===== src/rtl/pipe_pkg.sv =====
// Shared types and constants for the elastic pipeline register.
package pipe_pkg;

    // Holding state of the pipeline register; S_FULL keeps both flops in use.
    typedef enum logic [1:0] {
        S_EMPTY = 2'b00,
        S_BUSY  = 2'b01,
        S_FULL  = 2'b11
    } skid_state_t;

    // Number of words the block can hold (main plus skid).
    localparam logic [1:0] SKID_DEPTH = 2'd2;

    // Number of held words implied by a state; unknown encodings read as empty.
    function automatic logic [1:0] occ_of(input skid_state_t st);
        logic [1:0] occ;
        case (st)
            S_EMPTY: occ = 2'd0;
            S_BUSY:  occ = 2'd1;
            S_FULL:  occ = SKID_DEPTH;
            default: occ = 2'd0;
        endcase
        return occ;
    endfunction

endpackage


===== src/rtl/flopenr_n.sv =====
// N-bit register with load enable, asynchronous active-low reset to zero
// and a synchronous clear that takes priority over the enable.
module flopenr_n #(
    parameter int N = 32
) (
    input  logic         clk,
    input  logic         reset,
    input  logic         en,
    input  logic         clr,
    input  logic [N-1:0] d,
    output logic [N-1:0] q
);

    // Storage flop: clear wins over load, otherwise hold.
    always_ff @(posedge clk or negedge reset) begin
        if (!reset) begin
            q <= '0;
        end else if (clr) begin
            q <= '0;
        end else if (en) begin
            q <= d;
        end else begin
            q <= q;
        end
    end

endmodule


===== src/rtl/skid_pipe_reg.sv =====
// Elastic pipeline register: one-cycle latency, two-word capacity, with
// in_ready/out_valid/occupancy held in flops so no input reaches them
// combinationally. flush squashes everything synchronously.
module skid_pipe_reg
    import pipe_pkg::*;
#(
    parameter int N = 32
) (
    input  logic         clk,
    input  logic         reset,
    input  logic         flush,
    input  logic         in_valid,
    output logic         in_ready,
    input  logic [N-1:0] in_data,
    output logic         out_valid,
    input  logic         out_ready,
    output logic [N-1:0] out_data,
    output logic [1:0]   occupancy
);

    skid_state_t  state_r;
    skid_state_t  state_next_s;
    logic         in_ready_r;
    logic         out_valid_r;
    logic [1:0]   occupancy_r;

    logic         in_xfer_s;
    logic         out_xfer_s;
    logic         main_en_s;
    logic         skid_en_s;
    logic         main_from_skid_s;
    logic [N-1:0] main_d_s;
    logic [N-1:0] main_q_s;
    logic [N-1:0] skid_q_s;

    // Handshake decode and main-register source select.
    always_comb begin
        in_xfer_s  = in_valid && in_ready_r;
        out_xfer_s = out_valid_r && out_ready;
        if (main_from_skid_s) begin
            main_d_s = skid_q_s;
        end else begin
            main_d_s = in_data;
        end
    end

    // Next-state and register load control; flush overrides every other rule.
    always_comb begin
        state_next_s     = state_r;
        main_en_s        = 1'b0;
        skid_en_s        = 1'b0;
        main_from_skid_s = 1'b0;
        if (flush) begin
            state_next_s = S_EMPTY;
        end else begin
            case (state_r)
                S_EMPTY: begin
                    if (in_xfer_s) begin
                        main_en_s    = 1'b1;
                        state_next_s = S_BUSY;
                    end else begin
                        state_next_s = S_EMPTY;
                    end
                end
                S_BUSY: begin
                    if (in_xfer_s && out_xfer_s) begin
                        main_en_s    = 1'b1;
                        state_next_s = S_BUSY;
                    end else if (in_xfer_s) begin
                        skid_en_s    = 1'b1;
                        state_next_s = S_FULL;
                    end else if (out_xfer_s) begin
                        state_next_s = S_EMPTY;
                    end else begin
                        state_next_s = S_BUSY;
                    end
                end
                S_FULL: begin
                    if (out_xfer_s) begin
                        main_en_s        = 1'b1;
                        main_from_skid_s = 1'b1;
                        state_next_s     = S_BUSY;
                    end else begin
                        state_next_s = S_FULL;
                    end
                end
                default: begin
                    state_next_s = S_EMPTY;
                end
            endcase
        end
    end

    // State register plus flopped status outputs derived from the next state.
    always_ff @(posedge clk or negedge reset) begin
        if (!reset) begin
            state_r     <= S_EMPTY;
            in_ready_r  <= 1'b1;
            out_valid_r <= 1'b0;
            occupancy_r <= 2'd0;
        end else begin
            state_r     <= state_next_s;
            in_ready_r  <= (state_next_s != S_FULL);
            out_valid_r <= (state_next_s != S_EMPTY);
            occupancy_r <= occ_of(state_next_s);
        end
    end

    flopenr_n #(.N(N)) u_main (
        .clk   (clk),
        .reset (reset),
        .en    (main_en_s),
        .clr   (flush),
        .d     (main_d_s),
        .q     (main_q_s)
    );

    flopenr_n #(.N(N)) u_skid (
        .clk   (clk),
        .reset (reset),
        .en    (skid_en_s),
        .clr   (flush),
        .d     (in_data),
        .q     (skid_q_s)
    );

    assign in_ready  = in_ready_r;
    assign out_valid = out_valid_r;
    assign occupancy = occupancy_r;
    assign out_data  = main_q_s;

endmodule


===== config.mk =====
export PLATFORM = sky130hd
export DESIGN_NAME = skid_pipe_reg
export DESIGN_NICKNAME = d
export VERILOG_FILES = /design/src/rtl/pipe_pkg.sv /design/src/rtl/flopenr_n.sv /design/src/rtl/skid_pipe_reg.sv
export SDC_FILE = /design/constraint.sdc
export NUM_CORES = 1
export LEC_CHECK = 0
export CAP_MARGIN = 20
export CORE_ASPECT_RATIO = 1.75
export CORE_MARGIN = 8
export CORE_UTILIZATION = 55
export DETAILED_ROUTE_END_ITERATION = 10
export PLACE_DENSITY = 0.91
export SYNTH_ARGS = -nofsm -noshare
export SYNTH_HDL_FRONTEND = slang
export SYNTH_SLANG_ARGS = --single-unit

===== constraint.sdc =====
create_clock -name clk -period 2.6 [get_ports clk]
set_input_delay 0.52 -clock clk [delete_from_list [all_inputs] [get_ports clk]]
set_output_delay 0.52 -clock clk [all_outputs]
set_load 0.005 [all_outputs]

# [Word-level counts from Yosys, hierarchy flattened]
# Index checks and enable logic that the tools add are counted.
[classes] n_reduce_logical=7 mux=23 eq_ne=5
[ops] cell="2-to-1 mux 32 bit" count=5
[ops] cell="2-to-1 mux 1 bit" count=11
[ops] cell="2-to-1 mux 2 bit" count=4
[ops] cell="case mux 2 bit (3 select lines)" count=1
[ops] cell="nonzero test 2 bit" count=3
[ops] cell="== test 2 x 1 -> 1 bit, second input constant" count=2
[ops] cell="== test 2 bit, second input constant" count=2
[ops] cell="case mux 2 bit (2 select lines)" count=1
[ops] cell="logical AND 1 bit" count=3
[ops] cell="case mux 1 bit (3 select lines)" count=1
[ops] cell="logical NOT 2 bit" count=1
[ops] cell="inequality test 2 bit, second input constant" count=1
[word_totals] output_inout_bits=36 word_cells=41 register_bits=70 input_bits=37

# [Logic depth before layout (Yosys ltp)]
[logic_depth] word_depth=8 ltp_mapped=6 depth_no_buf=3

# [Hierarchy]
# From an unflattened synthesis, not the netlist that was laid out.
[hier_totals] hier_cells=264 hier_area_um2=3301.9
[modules_own_cells] mod="flopenr_n" seq_area_each_um2=800.8 instances=2 area_per_inst_um2=1323.8 cells_each=103
[modules_own_cells] mod="skid_pipe_reg" seq_area_each_um2=151.4 instances=1 area_per_inst_um2=654.4 cells_each=58

# [Worst setup path after synthesis]
# OpenSTA, ideal clock, no wires.
[synth_path] kind="flip-flop to flip-flop" startpoint="register state_r[0]" endpoint="register u_main.q[21]" stages_incl_launch_ff=7 t_required_ps=2518 path_buffers=3 path_slack_ps=984 setup_ps=82 t_arrival_ps=1534 synth_period_minus_slack_ps=1616 path_cell_list="dfrtp_1 > buf_6 > a21boi_4 > or4_4 > buf_6 > buf_6 > a22oi_2"
[synth_between] elab_chain_cells=6 word_cells_on_any_way=11 cone_classes="2 x eq/ne; 7 x mux; 2 x reduce/logical"
[synth_rtl] item="from (decl)" line="skid_pipe_reg.sv:21" rtl="skid_state_t state_r;"
[synth_rtl] item="from (signal assigned)" line="skid_pipe_reg.sv:102" rtl="state_r <= state_next_s;"
[synth_rtl] item="== test 2 bit" line="skid_pipe_reg.sv:56" rtl="case (state_r)"
[synth_rtl] item="2-to-1 mux 1 bit" line="skid_pipe_reg.sv:56"
[synth_rtl] item="2-to-1 mux 1 bit" line="skid_pipe_reg.sv:53" rtl="if (flush) begin"
[synth_rtl] item="2-to-1 mux 32 bit" line="skid_pipe_reg.sv:40" rtl="if (main_from_skid_s) begin"
[synth_rtl] item="2-to-1 mux 32 bit" line="flopenr_n.sv:20" rtl="end else if (en) begin"
[synth_rtl] item="2-to-1 mux 32 bit" line="flopenr_n.sv:18" rtl="end else if (clr) begin"
[synth_rtl] item="to (signal assigned)" line="flopenr_n.sv:23" rtl="q <= q;"
[synth_rtl] item="to (decl)" line="flopenr_n.sv:11" rtl="output logic [N-1:0] q"
# Parallel ways exist; a longest one is shown, timed or not. The select of a mux whose other input is x is not followed.
# A chain may end at the register's enable or synchronous reset.

# [Final worst setup path]
[layout_path] startpoint="input port out_ready" endpoint="register u_main.q[0]"
[layout_between] elab_chain_cells=7 word_cells_on_any_way=12 cone_classes="9 x mux; 3 x reduce/logical"
[layout_rtl] item="from (decl)" line="skid_pipe_reg.sv:16" rtl="input logic out_ready,"
[layout_rtl] item="logical AND 1 bit *" line="skid_pipe_reg.sv:39" rtl="out_xfer_s = out_valid_r && out_ready;"
[layout_rtl] item="2-to-1 mux 1 bit" line="skid_pipe_reg.sv:79" rtl="if (out_xfer_s) begin"
[layout_rtl] item="2-to-1 mux 1 bit" line="skid_pipe_reg.sv:56"
[layout_rtl] item="2-to-1 mux 1 bit" line="skid_pipe_reg.sv:53"
[layout_rtl] item="2-to-1 mux 32 bit" line="skid_pipe_reg.sv:40"
[layout_rtl] item="2-to-1 mux 32 bit" line="flopenr_n.sv:20"
[layout_rtl] item="2-to-1 mux 32 bit" line="flopenr_n.sv:18"
# Mark *: on every way between the ends. The rest lies on a longest branch, timed or not. The select of a mux whose other input is x is not followed.

==> impl_table.tex <==
\begin{tabular}{lr}
\hline
Metric & Value \\
\hline
\multicolumn{2}{l}{\textbf{Routing}} \\
Met1 Routed Length & 3.383 mm \\
Vias & 3005 \\
Detailed-route DRC error count & 0 \\
Routed length on met2 & 4.930 mm \\
Detailed Route WL & 9.274 mm \\
Uppermost layer routed & met4 \\
DR WL/cell & 20.25 um \\
Detail Route met3 WL & 682 um \\
Number of detailed-routing iterations run before antenna repair & 5 \\
Number of routed nets with antenna violations & 0 \\
Detail-routed via count per cell & 6.561 \\
Iter 0 DRT Violations & 436 \\
\multicolumn{2}{l}{\textbf{Clocking}} \\
Clock-pin slew of the registers on the worst-case setup and hold paths & 0.07 ns \\
Number of hold-repair buffers added at the cts stage & 0 \\
Number of CTS-inserted buffers & 9 \\
Insertion delay of the later-clocked pin in the worst-skew pair & 0.33 ns \\
TritonCTS sink count & 70 \\
Clock tree from TritonCTS & yes \\
Max H-tree Level & 3 \\
Post CTS Setup Buffer Count & 0 \\
Count of cells resized by post-cts repair & 0 \\
Clock root buffer & sky130\_fd\_sc\_hd\_\_clkbuf\_8 \\
Deepest clock path buffer count & 2 \\
\multicolumn{2}{l}{\textbf{GRT}} \\
Antenna violations before repair & 0 \\
Wire length of the first global-routing pass & 15.15 mm \\
Maximum number of pins on one net before global-route repair & 65 \\
Total congestion overflow after global routing & 0 \\
Total routing resource utilization after global routing & 21.42\% \\
Via count of the first global-routing pass & 3043 \\
\multicolumn{2}{l}{\textbf{Synthesis}} \\
Post-synth top area share & 50.40\% \\
Flop and latch count out of synthesis & 70 \\
Sequential share of the synthesized area & 51.17\% \\
Number of distinct library cell variants in the gate-level netlist after synthesis & 27 \\
Largest cells by area after synthesis & sky130\_fd\_sc\_hd\_\_dfrtp\_1, sky130\_fd\_sc\_hd\_\_a22oi\_2, sky130\_fd\_sc\_hd\_\_a32oi\_1 \\
Synth Warn \# & 0 \\
Summed instance area of the synthesized netlist & 3426 um2 \\
Mean post-synth cell area & 10.74 um2 \\
Leading area contributor after synthesis & sky130\_fd\_sc\_hd\_\_dfrtp\_1 \\
Synthesized netlist cell count & 319 \\
Post-Syn Nets & 356 \\
\multicolumn{2}{l}{\textbf{Pwr}} \\
Static Leakage & 1.755 nW \\
Power per cell area & 599.7 nW/um2 \\
Total power draw & 2.594 mW \\
Max IR drop VDD & 0.4122 mV \\
\multicolumn{2}{l}{\textbf{STA}} \\
Clock skew & 0.005388 ns \\
Final worst path period need & 1.964 ns \\
Final hold vios & 0 \\
Worst slack on hold paths & 0.1438 ns \\
Maximum frequency from static timing analysis & 0.5092 GHz \\
RSZ-0062 raised after global routing & no \\
Final Setup Violations & 0 \\
Headroom to the max-slew limit & 62.34\% \\
Total Negative Setup Slacks & 0 ns \\
Tightest Pin Transition & 0.5649 ns \\
Share of the clock period used by the worst path & 75.54\% \\
Slew Viols, Final & 0 \\
\multicolumn{2}{l}{\textbf{Setup path}} \\
Critical Path Sink Type & flip-flop \\
Launching element of the worst setup path & out\_ready \\
Cell count of the worst reg-to-reg path & 4 \\
Cells along the critical path & clkdlybuf4s50\_1 > a21boi\_4 > or4\_4 > a22oi\_1 \\
Reg2reg setup slack & 0.71 ns \\
Total buffers and inverters traversed by the critical path & 1 \\
Worst EP required & 2.85 ns \\
End of the worst register-to-register path & u\_main.q[0] \\
Category of the most critical setup path & input port to flip-flop \\
Data arrival at the endpoint of the critical path & 2.21 ns \\
Delay-heaviest family, CP & simple AND/OR/NAND/NOR gates \\
R2R Path Start & state\_r[0] \\
Highest fanout seen on the critical path & 32 \\
Largest stage delay on the critical path & 0.79 ns \\
Element type at the critical path start & input port \\
Slowest stage cell, crit path & sky130\_fd\_sc\_hd\_\_or4\_4 \\
\multicolumn{2}{l}{\textbf{Run status}} \\
Run status & finished clean \\
\multicolumn{2}{l}{\textbf{Run}} \\
Number of maximum-capacitance violations & 0 \\
\multicolumn{2}{l}{\textbf{Finish}} \\
Antenna Diode Count & 0 \\
Proportion of layout cells with a drive suffix above 1 & 15.61\% \\
Number of nets at the end of the flow & 412 \\
Most common cell after layout, fill and taps aside & sky130\_fd\_sc\_hd\_\_clkdlybuf4s50\_1 \\
Growth of design area from synthesis to finish & 26.26\% \\
Top library cells by usage in the layout, fill and taps aside & sky130\_fd\_sc\_hd\_\_clkdlybuf4s50\_1, sky130\_fd\_sc\_hd\_\_dfrtp\_1, sky130\_fd\_sc\_hd\_\_a21oi\_1 \\
\multicolumn{2}{l}{\textbf{Floorplanning}} \\
Total I/O pin count & 73 \\
Floorplan Core Area & 6133 um2 \\
\# rows & 38 \\
X dimension of the die & 75.66 um \\
Die span in y & 120.4 um \\
Area of the die & 9110 um2 \\
Initial core utilization & 55.85\% \\
\multicolumn{2}{l}{\textbf{Placement}} \\
Count of buffers from port buffering & 72 \\
Gp weighted congestion & 0.8449 \\
Half-perimeter wire length of the detailed placement result & 5.923 mm \\
\multicolumn{2}{l}{\textbf{Min path}} \\
Path class of the lowest-slack min-delay path & input port to asynchronous set/reset pin \\
\hline
\end{tabular}
power breakdown:
group | internal (mW) | switching [mW]
combinational | 0.279 | 0.281
sequential | 1.18 | 0.0580
clock | 0.432 | 0.364
total | 1.89 | 0.704
state kept, by name (all words and copies together) (netlist names):
register and count:
state_r 2, u_main.q 32, occupancy 2, in_ready 1, u_skid.q 32, out_valid 1
worst max-delay path by stage:
| stage | endpoint | depth (start not counted) |
|---|---|---|
| after CTS | u_main.q[0] | 4 |
| final | u_main.q[0] | 4 |
| after floorplan | u_main.q[21] | 6 |
| after detailed placement | u_main.q[0] | 4 |
| after global routing | u_main.q[0] | 4 |
| after global placement | u_main.q[31] | 4 |
area by class of cell:
class	instances	area, um2
sequential	70	1753
fill	428	1808
tap	80	100.1
inverter	2	7.507
clock buffer	12	135.1
clock inverter	2	35.03
multi-input combinational	208	1481
timing repair buffer	84	813.3
Yosys cell counts, drive strengths merged:
cell,count
and3b,1
a21oi,33
a21bo,1
nor2,1
a22oi,32
clkbuf,29
nand3b,2
nand2b,32
o21ai,32
dfrtp,69
buf,10
a32oi,32
a21boi,1
inv,2
nor3,1
nor2b,1
nand2,1
and4b,1
or3,1
a311oi,1
a31oi,2
dfstp,1
nand3,32
or4,1
per-stage QoR:
stage                     instances  instance area, um2  worst slack (ns)  util (%)
after floorplan                 319                3426            0.9840         -
after global placement          444                4155            0.3533     67.75
after detailed placement        444                4155            0.2949     67.75
after CTS                       458                4325            0.6407     70.52
after global routing            458                4325            0.5848     70.52
final                           458                4325            0.6360     70.52
routing by layer:
| layer | GRT usage (%) | vias to the layer above |
|---|---|---|
| met3 | 3.566 | 30 |
| li1 | - | 1312 |
| met1 | 26.45 | 1488 |
| met5 | 0 | - |
| met2 | 34.87 | 175 |
| met4 | 10.05 | 0 |
cells by family after synthesis:
kind of cell / Yosys count / synth area share, %
buffers and inverters: 41 / 5.734
and+or+nand+nor: 74 / 12.56
DFF: 70 / 51.17
AOI/OAI and AO/OA: 134 / 30.53
No activity file was read; power rests on OpenSTA's default activity.
